[config.mk]
export PLATFORM = sky130hd
export DESIGN_NAME = fetch_sequencer
export DESIGN_NICKNAME = d
export VERILOG_FILES = /design/src/rtl/fetch_sequencer.sv
export SDC_FILE = /design/constraint.sdc
export NUM_CORES = 1
export LEC_CHECK = 0
export ABC_AREA = 1
export CORE_ASPECT_RATIO = 1.25
export CORE_MARGIN = 5
export CORE_UTILIZATION = 25
export CTS_BUF_LIST = sky130_fd_sc_hd__clkbuf_2 sky130_fd_sc_hd__clkbuf_4 sky130_fd_sc_hd__clkbuf_8
export CTS_CLUSTER_DIAMETER = 30
export DETAILED_ROUTE_END_ITERATION = 8
export MAX_ROUTING_LAYER = met4
export REMOVE_ABC_BUFFERS = 1
export SETUP_SLACK_MARGIN = 0.2
export SYNTH_ARGS = -nofsm -noshare
export SYNTH_HDL_FRONTEND = slang
export SYNTH_SLANG_ARGS = --single-unit
[constraint.sdc]
create_clock -name clk -period 3.5 [get_ports clk]
set_input_delay 1.05 -clock clk [delete_from_list [all_inputs] [get_ports clk]]
set_output_delay 1.05 -clock clk [all_outputs]
set_load 0.05 [all_outputs]
[src/rtl/fetch_sequencer.sv]
// Instruction-fetch controller: fetches at the PC, hands words to decode, and steers the PC on jump/branch/halt.
// Optional fetch watchdog with a sticky FAULT state is built when FETCH_TIMEOUT_EN is defined.
module fetch_sequencer #(
  parameter int ADDR_W         = 16,
  parameter int INSTR_W        = 16,
  parameter int TIMEOUT_CYCLES = 255
) (
  input  logic               clk,
  input  logic               reset,
  input  logic [ADDR_W-1:0]  pc_value,
  output logic [1:0]         pc_control,
  output logic [ADDR_W-1:0]  branch_address,
  output logic [ADDR_W-1:0]  jump_address,
  output logic               imem_req,
  output logic [ADDR_W-1:0]  imem_addr,
  input  logic               imem_ack,
  input  logic [INSTR_W-1:0] imem_rdata,
  output logic               instr_valid,
  input  logic               instr_ready,
  output logic [INSTR_W-1:0] instr_out,
  output logic [ADDR_W-1:0]  instr_pc,
  input  logic               cond_flag,
  input  logic               resume,
  output logic               halted,
  output logic               fetch_fault,
  output logic [2:0]         state_dbg
);

  typedef enum logic [2:0] {
    S_IDLE  = 3'd0,
    S_FETCH = 3'd1,
    S_ISSUE = 3'd2,
    S_HALT  = 3'd3,
    S_FAULT = 3'd4
  } state_t;

  state_t state, state_next;

  logic [3:0] opcode;
  logic       is_jmp, is_brz, is_halt, accept, timeout_hit;

  // Handshakes: imem_req/imem_addr stay stable until the single-cycle imem_ack;
  // a decode transfer happens only in a cycle where instr_valid and instr_ready are both high.
  assign opcode  = instr_out[INSTR_W-1:INSTR_W-4];
  assign is_jmp  = (opcode == 4'hF);
  assign is_brz  = (opcode == 4'hE);
  assign is_halt = (instr_out == '0);
  assign accept  = (state == S_ISSUE) && instr_ready;

  // Targets are derived from the held word, so they read 0 straight out of reset.
  assign jump_address   = {instr_pc[ADDR_W-1:12], instr_out[11:0]};
  assign branch_address = instr_pc + {{(ADDR_W-8){instr_out[7]}}, instr_out[7:0]};

`ifdef FETCH_TIMEOUT_EN
  localparam int CNT_W = $clog2(TIMEOUT_CYCLES + 1);
  logic [CNT_W-1:0] wd_cnt;

  assign timeout_hit = (state == S_FETCH) && !imem_ack &&
                       (wd_cnt == CNT_W'(TIMEOUT_CYCLES - 1));

  always_ff @(posedge clk or posedge reset) begin
    if (reset) begin
      wd_cnt <= '0;
    end else if (state != S_FETCH || imem_ack) begin
      wd_cnt <= '0;
    end else if (!timeout_hit) begin
      wd_cnt <= wd_cnt + 1'b1;
    end
  end
`else
  assign timeout_hit = 1'b0;
`endif

  always_ff @(posedge clk or posedge reset) begin
    if (reset) begin
      state <= S_IDLE;
    end else begin
      state <= state_next;
    end
  end

  always_comb begin
    state_next = state;
    case (state)
      S_IDLE:  state_next = S_FETCH;
      S_FETCH: begin
        if (imem_ack) begin
          state_next = S_ISSUE;
        end else if (timeout_hit) begin
          state_next = S_FAULT;
        end
      end
      S_ISSUE: begin
        if (instr_ready) begin
          state_next = is_halt ? S_HALT : S_FETCH;
        end
      end
      S_HALT:  begin
        if (resume) begin
          state_next = S_FETCH;
        end
      end
      S_FAULT: state_next = S_FAULT;
      default: state_next = S_IDLE;
    endcase
  end

  always_comb begin
    pc_control = 2'b00;
    if (accept) begin
      if (is_jmp) begin
        pc_control = 2'b11;
      end else if (is_brz) begin
        pc_control = cond_flag ? 2'b10 : 2'b01;
      end else if (is_halt) begin
        pc_control = 2'b00;
      end else begin
        pc_control = 2'b01;
      end
    end else if (state == S_HALT && resume) begin
      pc_control = 2'b01;
    end
  end

  assign imem_req    = (state == S_FETCH);
  assign imem_addr   = (state == S_FETCH) ? pc_value : '0;
  assign instr_valid = (state == S_ISSUE);
  assign halted      = (state == S_HALT);
  assign fetch_fault = (state == S_FAULT);
  assign state_dbg   = state;

  always_ff @(posedge clk or posedge reset) begin
    if (reset) begin
      instr_out <= '0;
      instr_pc  <= '0;
    end else if (state == S_FETCH && imem_ack) begin
      instr_out <= imem_rdata;
      instr_pc  <= pc_value;
    end
  end

endmodule
# Word-level counts from Yosys, hierarchy flattened
# Index checks and enable logic that the tools add are counted.
# totals
register_bits	35
latchBits	0
ramBits	0
romBits	0
input_bits	38
out_inout_bits	89
word_cells	31
n_memories	0
# classes
n_addsub	1
mul	0
div_mod_pow	0
n_lt_le_gt_ge	0
eq_ne	9
shift	0
n_mux	12
n_bitwise	0
n_reduce_logical	6
# op_table
operator	count
$add A16 B16 Y16	1
$logic_not A16 Y1	1
$mux W16	1
$pmux W3 S5	1
$mux W2	5
$mux W3	3
$eq A4 B4 Y1 const B	2
$eq A3 B2 Y1 const B	2
$ne A2 B1 Y1 const B	2
$eq A3 B1 Y1 const B	1
$eq A3 B3 Y1 const B	1
$logic_and A1 B1 Y1	3
$logic_not A3 Y1	1
$reduce_and A3 Y1	1
$mux W1	2
$ne A2 B2 Y1 const B	1

# Logic depth before layout (Yosys ltp)
# Gate-level depths: netlist of run 1.
# logic_depth
ltp_word	5
ltp_mapped	10
depth_no_buf	10

# Least setup slack after synthesis of run 1
# Ideal clock, no wire load.
# synth_timing
kind	register to output
start	reg state[2] (netlist: state_dbg[2])
end	out pc_control[0]
arrival_ns	2.535
required_ns	2.450
path_slack_ns	-0.085
stages_incl_launch_ff	6
path_buffers	0
path_cell_list	dfrtp_1 > inv_1 > nand3_1 > inv_1 > nand2_1 > o21ai_0
# synth_between
word_cells_on_any_way	6
classes_between	eq/ne: 2; mux: 2; reduce/logical: 2
# synth_rtl
element	line_no	text
from (decl)	37	state_t state, state_next;
from (signal assigned)	78	state <= state_next;
$eq A3 B2 Y1	-	
net instr_valid	18	output logic instr_valid,
$logic_and A1 B1 Y1	48	assign accept = (state == S_ISSUE) && instr_ready;
$mux W2	110	if (accept) begin
to (decl)	11	output logic [1:0] pc_control,
# The timed path passes the listed nets, and every way through them passes these cells.

# Worst setup path after layout of run 1
# layout_timing
start	in instr_ready
end	out pc_control[0]
# layout_between
elab_chain_cells	2
# layout_rtl
element	line_no	text
from (decl)	19	input logic instr_ready,
$logic_and A1 B1 Y1	48	
$mux W2	110	
# Every way passes these cells.

==> results.md, run 1 <==
* Clock root buffer: clkbuf_8
* Outcome: finished, final reports clean
* Tcrit/Tclk final at between 90 and 100%
* Leading area contributor after synthesis: dfrtp_1
* Slew Limit Fails at 0
* Total negative slack at 0 ns
* Clock sinks at 35
* Final Hold Fails at 0
* Via total after detailed routing at 2704
* CP required at roughly 2.5 ns
* FF-to-FF Start: state_dbg[1]
* Final #Nets at 561
* Post-route DRC at 0
* Unrepaired setup endpoints after global routing: true
* Worst Setup EP: pc_control[0]
* DIE HEIGHT at 126 um
* Routed WL at 8210 um
* Drt pass-1 iters at 4
* Synthesis warning total at 0
* CP startpoint kind: primary input
* Synth top area share at 32.7%
* CP max stage cell: clkdlybuf4s50_1
* Mapped Area at 2680 sq um
* TritonCTS clock tree: yes
* Syn-to-layout area delta at 62.6%
* Clock Tree Buf Depth at 2
* Initial drt markers at 64
* Fin crit period at between 3 and 4 ns
* Worst skew pair latency at 0.28 ns
* Post-Syn Instances at about 390
* Max stage delay on crit path at ~0.5 ns
* Tightest Pin Transition at 0.634 ns
* Io pins at ~130
* Final std cells w/o fill at between 600 and 700
* Dpl hpwl at just under 7000 um
* Distinct cell type count after synthesis at 29
* FMAX at 313 MHz
* Final hold slack at 0.496 ns
* Seq cells post-synth at 35
* Worst setup path startpoint: instr_ready
* Die area at 12900 sq um
* Worst Path Max Fanout at 3
* H-tree levels at 2
* Cell family with most CP delay: buffers and inverters
* Worst min path class: reg -> reg
* Stages on the worst setup path at 4
* Port Buffers at 126
* Row count at 42
* Final setup fails at 0
* Initial antenna violation count at 0
* Max-slew headroom at 57.7%
* Routed WL per cell at ~13 um
* Fillers at 1083
* Crit path buf inv count at 2
* Largest net degree at the start of global routing at 57
* Crit. End Element: primary output
* Asr flop ratio synth at 100%
* Initial Utilization at roughly a quarter
* CTS Buf Count at 5
* Clock-pin slew on the worst setup and hold paths at 0.08 ns
* Area of the core at 10600 sq um
* Main area contributors after synthesis: dfrtp_1, nand2_1, inv_1
* First-pass GRT wire length at 13700 um
* Ant diodes at 0
* Crit path DAT at 2.15 ns
* Post-DRT Antenna Nets at 0
* Layout cell share with drive strength beyond 1 at 13.6%
* Max cap viols at 0
* Vias in the first global route at ~2800
* CP Cell Sequence: clkdlybuf4s50_1 -> nand2_1 -> o21ai_0 -> buf_12
* Total track usage at 13.5%
* R2R setup slack at between 1.5 and 2 ns
* Sequential share of the synthesized area at 32.7%
* Die span in x at between 100 and 150 um
* Post-placement cell count at ~630
* Fin Clk Skew at 0.00863 ns
* Placer Congestion at about 0.85
* Avg Synthesized Cell Area at 6.81 sq um
* Top_reg_cell synth: dfrtp_1
* Via density at 4.23
* R2R cell count at 6
* Post-synth EDFFs at 0
* Reg-to-Reg End: instr_out[12]
* GRT overflow at 0
* WS Path Type: in -> out
[sequential cells by signal, indices dropped and copies added (netlist names)]
signal,count
state_dbg,3
instr_pc,16
instr_out,16
[cells in the final DEF (no fill, tap or decap), types with 9 or more instances in the layout]
cell             Yosys  layout
a21oi_1              9       9
buf_12               0      28
o21ai_1             12      12
inv_1               65      65
ha_1                15      12
dfrtp_1             35      34
nor2_1              48      48
clkdlybuf4s50_1      0      93
nand2_1            122     121
nand3_1             24      24
[Yosys cell counts, types with 4 or more instances]
| cell | instances |
|---|---|
| nand2_1 | 122 |
| inv_1 | 65 |
| nor2_1 | 48 |
| dfrtp_1 | 35 |
| nand3_1 | 24 |
| buf_4 | 17 |
| ha_1 | 15 |
| o21ai_1 | 12 |
| a21oi_1 | 9 |
| a21oi_2 | 6 |
| xor2_1 | 6 |
| buf_6 | 5 |
| nor3_1 | 5 |
| o21ai_2 | 4 |
[what timing repair did]
action / in CTS / in global routing
hold buffers: 0 / 0
setup endpoints to repair: 3 / 8
gates resized for setup: 3 / 7
setup buffers: 0 / 4
cloned: 0 / 0
[kinds of logic (layout without fill, tap and decap cells)]
family	count (synthesis)	count (layout)	share of synthesized area, %
AOI/OAI and AO/OA	35	35	8.08
adders and majority gates	16	16	7.76
xor gates and xnor gates	8	8	2.62
buffers and inverters	91	206	16.8
DFF	35	35	32.7
and+or+nand+nor	208	208	32.0
[per-stage QoR]
stage / util, % / setup WS, ns / area [sq um]
after floorplan: - / -0.237 / 2490
after global placement: 39.6 / 0.327 / 4180
after detailed placement: 39.6 / 0.322 / 4180
after CTS: 40.7 / 0.215 / 4300
after global routing: 41.2 / 0.180 / 4350
final: 41.2 / 0.305 / 4350
[area by class of cell]
type                    count  area (sq um)  share of cell area (%)
clock buffers               5          68.8                    1.58
clock inverters             3          43.8                    1.01
inverters                  67           259                    5.95
multi-input cells         267          1370                    31.6
flip-flops and latches     35           877                    20.1
well taps                 132           165                    3.79
repair buffers            131          1570                    36.0
[routing by layer]
| layer | share of wire [%] | GRT usage, % |
|---|---|---|
| met1 | 40 | 15.5 |
| met2 | 54 | 24.0 |
| met3 | 3.8 | 2.27 |
| met4 | 2.0 | 3.32 |
| met5 | 0 | - |
[worst min path at each step]
stage                        startpoint            end  slack [ns]  depth (start not counted)
final                      state_dbg[2]   state_dbg[0]        0.50                          1
after global routing       state_dbg[2]   state_dbg[0]        0.54                          1
after CTS                  state_dbg[2]   state_dbg[0]        0.50                          1
after detailed placement   state_dbg[2]   state_dbg[0]        0.49                          1
after global placement     state_dbg[2]   state_dbg[0]        0.48                          1
after floorplan           instr_out[15]  instr_out[15]        0.78                          2
Power of run 1 is not shown: default switching activity piles up to over one toggle a cycle in this logic, so the estimate is an artifact.
==> run 2, diff against run 1 <==
- CORE_MARGIN: 5 -> 4
- CTS_CLUSTER_DIAMETER: 30 -> 60
- GPL_TIMING_DRIVEN: unset -> 0
==> run 2 against run 1 <==
  * Setup slack worse by 0.052 ns
  * Final cell count down 0.16%
  * Clock-buffer cell count unchanged
  * Flip-flop and latch count unchanged
  * Register-to-register slack about the same
  * Global-route usage down 0.068 points
  * Critical path type unchanged
  * Critical endpoint is now imem_addr[4]
  * Largest cell class is now multi-input gates
==> results.md, run 2 (synthesized netlist as in run 1, its figures left out) <==
* Outcome: finished, final reports clean
* TritonCTS clock tree: yes
* Max-slew headroom at around half
* Worst Path Max Fanout at 2
* CP required at between 2 and 2.5 ns
* Initial Utilization at 25.5%
* Hold path start: state_dbg[2]
* Hold Path Stages at 1
* Post-DRT Antenna Nets at 0
* Final #Nets at 560
* Layout cell share with drive strength beyond 1 at 9.86%
* Slew Limit Fails at 0
* FMAX at 308 MHz
* Area of the core at about 11000 sq um
* Vias in the first global route at between 2000 and 3000
* Reg-to-Reg End: instr_out[11]
* Clock-pin slew on the worst setup and hold paths at 0.08 ns
* FF-to-FF Start: state_dbg[1]
* Tcrit/Tclk final at 92.8%
* Crit. End Element: primary output
* Via total after detailed routing at about 2700
* Worst skew pair latency at 0.29 ns
* R2R cell count at 6
* Area after DPL at 3910 sq um
* Post-route DRC at 0
* Io pins at 127
* R2R setup slack at between 1.5 and 2 ns
* Row count at 42
* Max cap viols at 0
* Placer Congestion at ~0.83
* Initial antenna violation count at 0
* Fin area at roughly 4000 sq um
* Clock root buffer: clkbuf_8
* Clock sinks at 35
* Ant diodes at 0
* Dpl hpwl at 6550 um
* Clock Tree Buf Depth at 2
* DIE HEIGHT at 124 um
* Worst min path class: reg -> reg
* Final Hold Fails at 0
* Fin Clk Skew at 0.0110 ns
* CTS Buf Count at 5
* Final setup fails at 0
* Routed WL at 8140 um
* Fin crit period at 3.25 ns
* H-tree levels at 2
* Commonest cells after routing, fill and taps aside: nand2_1, clkdlybuf4s50_1, inv_1
* Sink of the worst hold path: state_dbg[0]
* Fillers at 1147
* GRT overflow at 0
* Most common cell after layout, fill and taps aside: nand2_1
* Die area at roughly 12000 sq um
* Tightest Pin Transition at about 0.75 ns
* First-pass GRT wire length at 13000 um
* Die span in x at 101 um
* Syn-to-layout area delta at 50.1%
* Total track usage at between 10% and 20%
* Util after Layout at between 30% and 40%
* Unrepaired setup endpoints after global routing: true
* WS Path Type: in -> out
* Initial drt markers at between 70 and 80
* Crit path DAT at 2.20 ns
* Via density at about 4.3
* Port Buffers at 126
* Largest net degree at the start of global routing at 57
* Routed WL per cell at 12.7 um
* Drt pass-1 iters at 4
* CP startpoint kind: primary input
==> run 2: cell types whose count changed in the layout (fill, tap and decap cells not counted), moves of 2 or more <==
cell             before  now
clkbuf_4              0    3
ha_2                  3    1
ha_4                  0    2
dlygate4sd2_1         2   17
buf_12               28    0
clkdlybuf4s15_1       0    2
buf_2                 1    6
==> run 2: final cells by class <==
class / instances / area (sq um) / share of cell area, %
timing repair buffer: 130 / 1220 / 30.4
tap: 132 / 165 / 4.11
sequential: 35 / 877 / 21.8
clock buffer: 5 / 68.8 / 1.71
clock inverter: 3 / 43.8 / 1.09
inverter: 67 / 259 / 6.44
multi-input combinational: 267 / 1380 / 34.4
==> run 2: metrics by stage <==
step                      hold WS (ns)  setup WS (ns)  TNS, ns  instances
after floorplan                  0.784         -0.237   -0.867        369
after global placement           0.473         -0.176   -0.821        627
after detailed placement         0.486         -0.184   -0.874        627
after CTS                        0.493         0.0287        0        635
after global routing             0.535          0.179        0        639
final                            0.492          0.253        0        639
==> run 2: worst max-delay path by stage <==
stage / endpoint / cells past startpoint / start
6_report: imem_addr[4] / 4 / pc_value[4]
3_3_place_gp: pc_control[0] / 4 / instr_ready
4_1_cts: branch_address[8] / 9 / instr_out[0]
2_1_floorplan: branch_address[8] / 8 / instr_out[0]
3_5_place_dp: pc_control[0] / 4 / instr_ready
5_1_grt: branch_address[8] / 9 / instr_out[0]
==> run 2: what timing repair did <==
action,4_1_cts,5_1_grt
pin swaps,0,0
setup buffers,0,4
hold endpoints to repair,0,0
resized for setup,81,24
gates cloned,0,0
endpoints found under the setup margin,33,16
hold buffers,0,0
==> run 2: worst max-delay path: stages <==
cell,delay [ns]
clkdlybuf4s50_1,0.45
inv_1,0.05
nor2_1,0.10
dlygate4sd2_1,0.55
==> run 2: metal layers <==
layer	vias up	track usage, %	part of all wire, %
met1	1254	15.5	42
li1	1413	-	-
met4	0	4.38	2.0
met3	11	2.02	4.1
met5	-	-	0
met2	64	23.8	52
Power of run 2 is left out for the same reason.
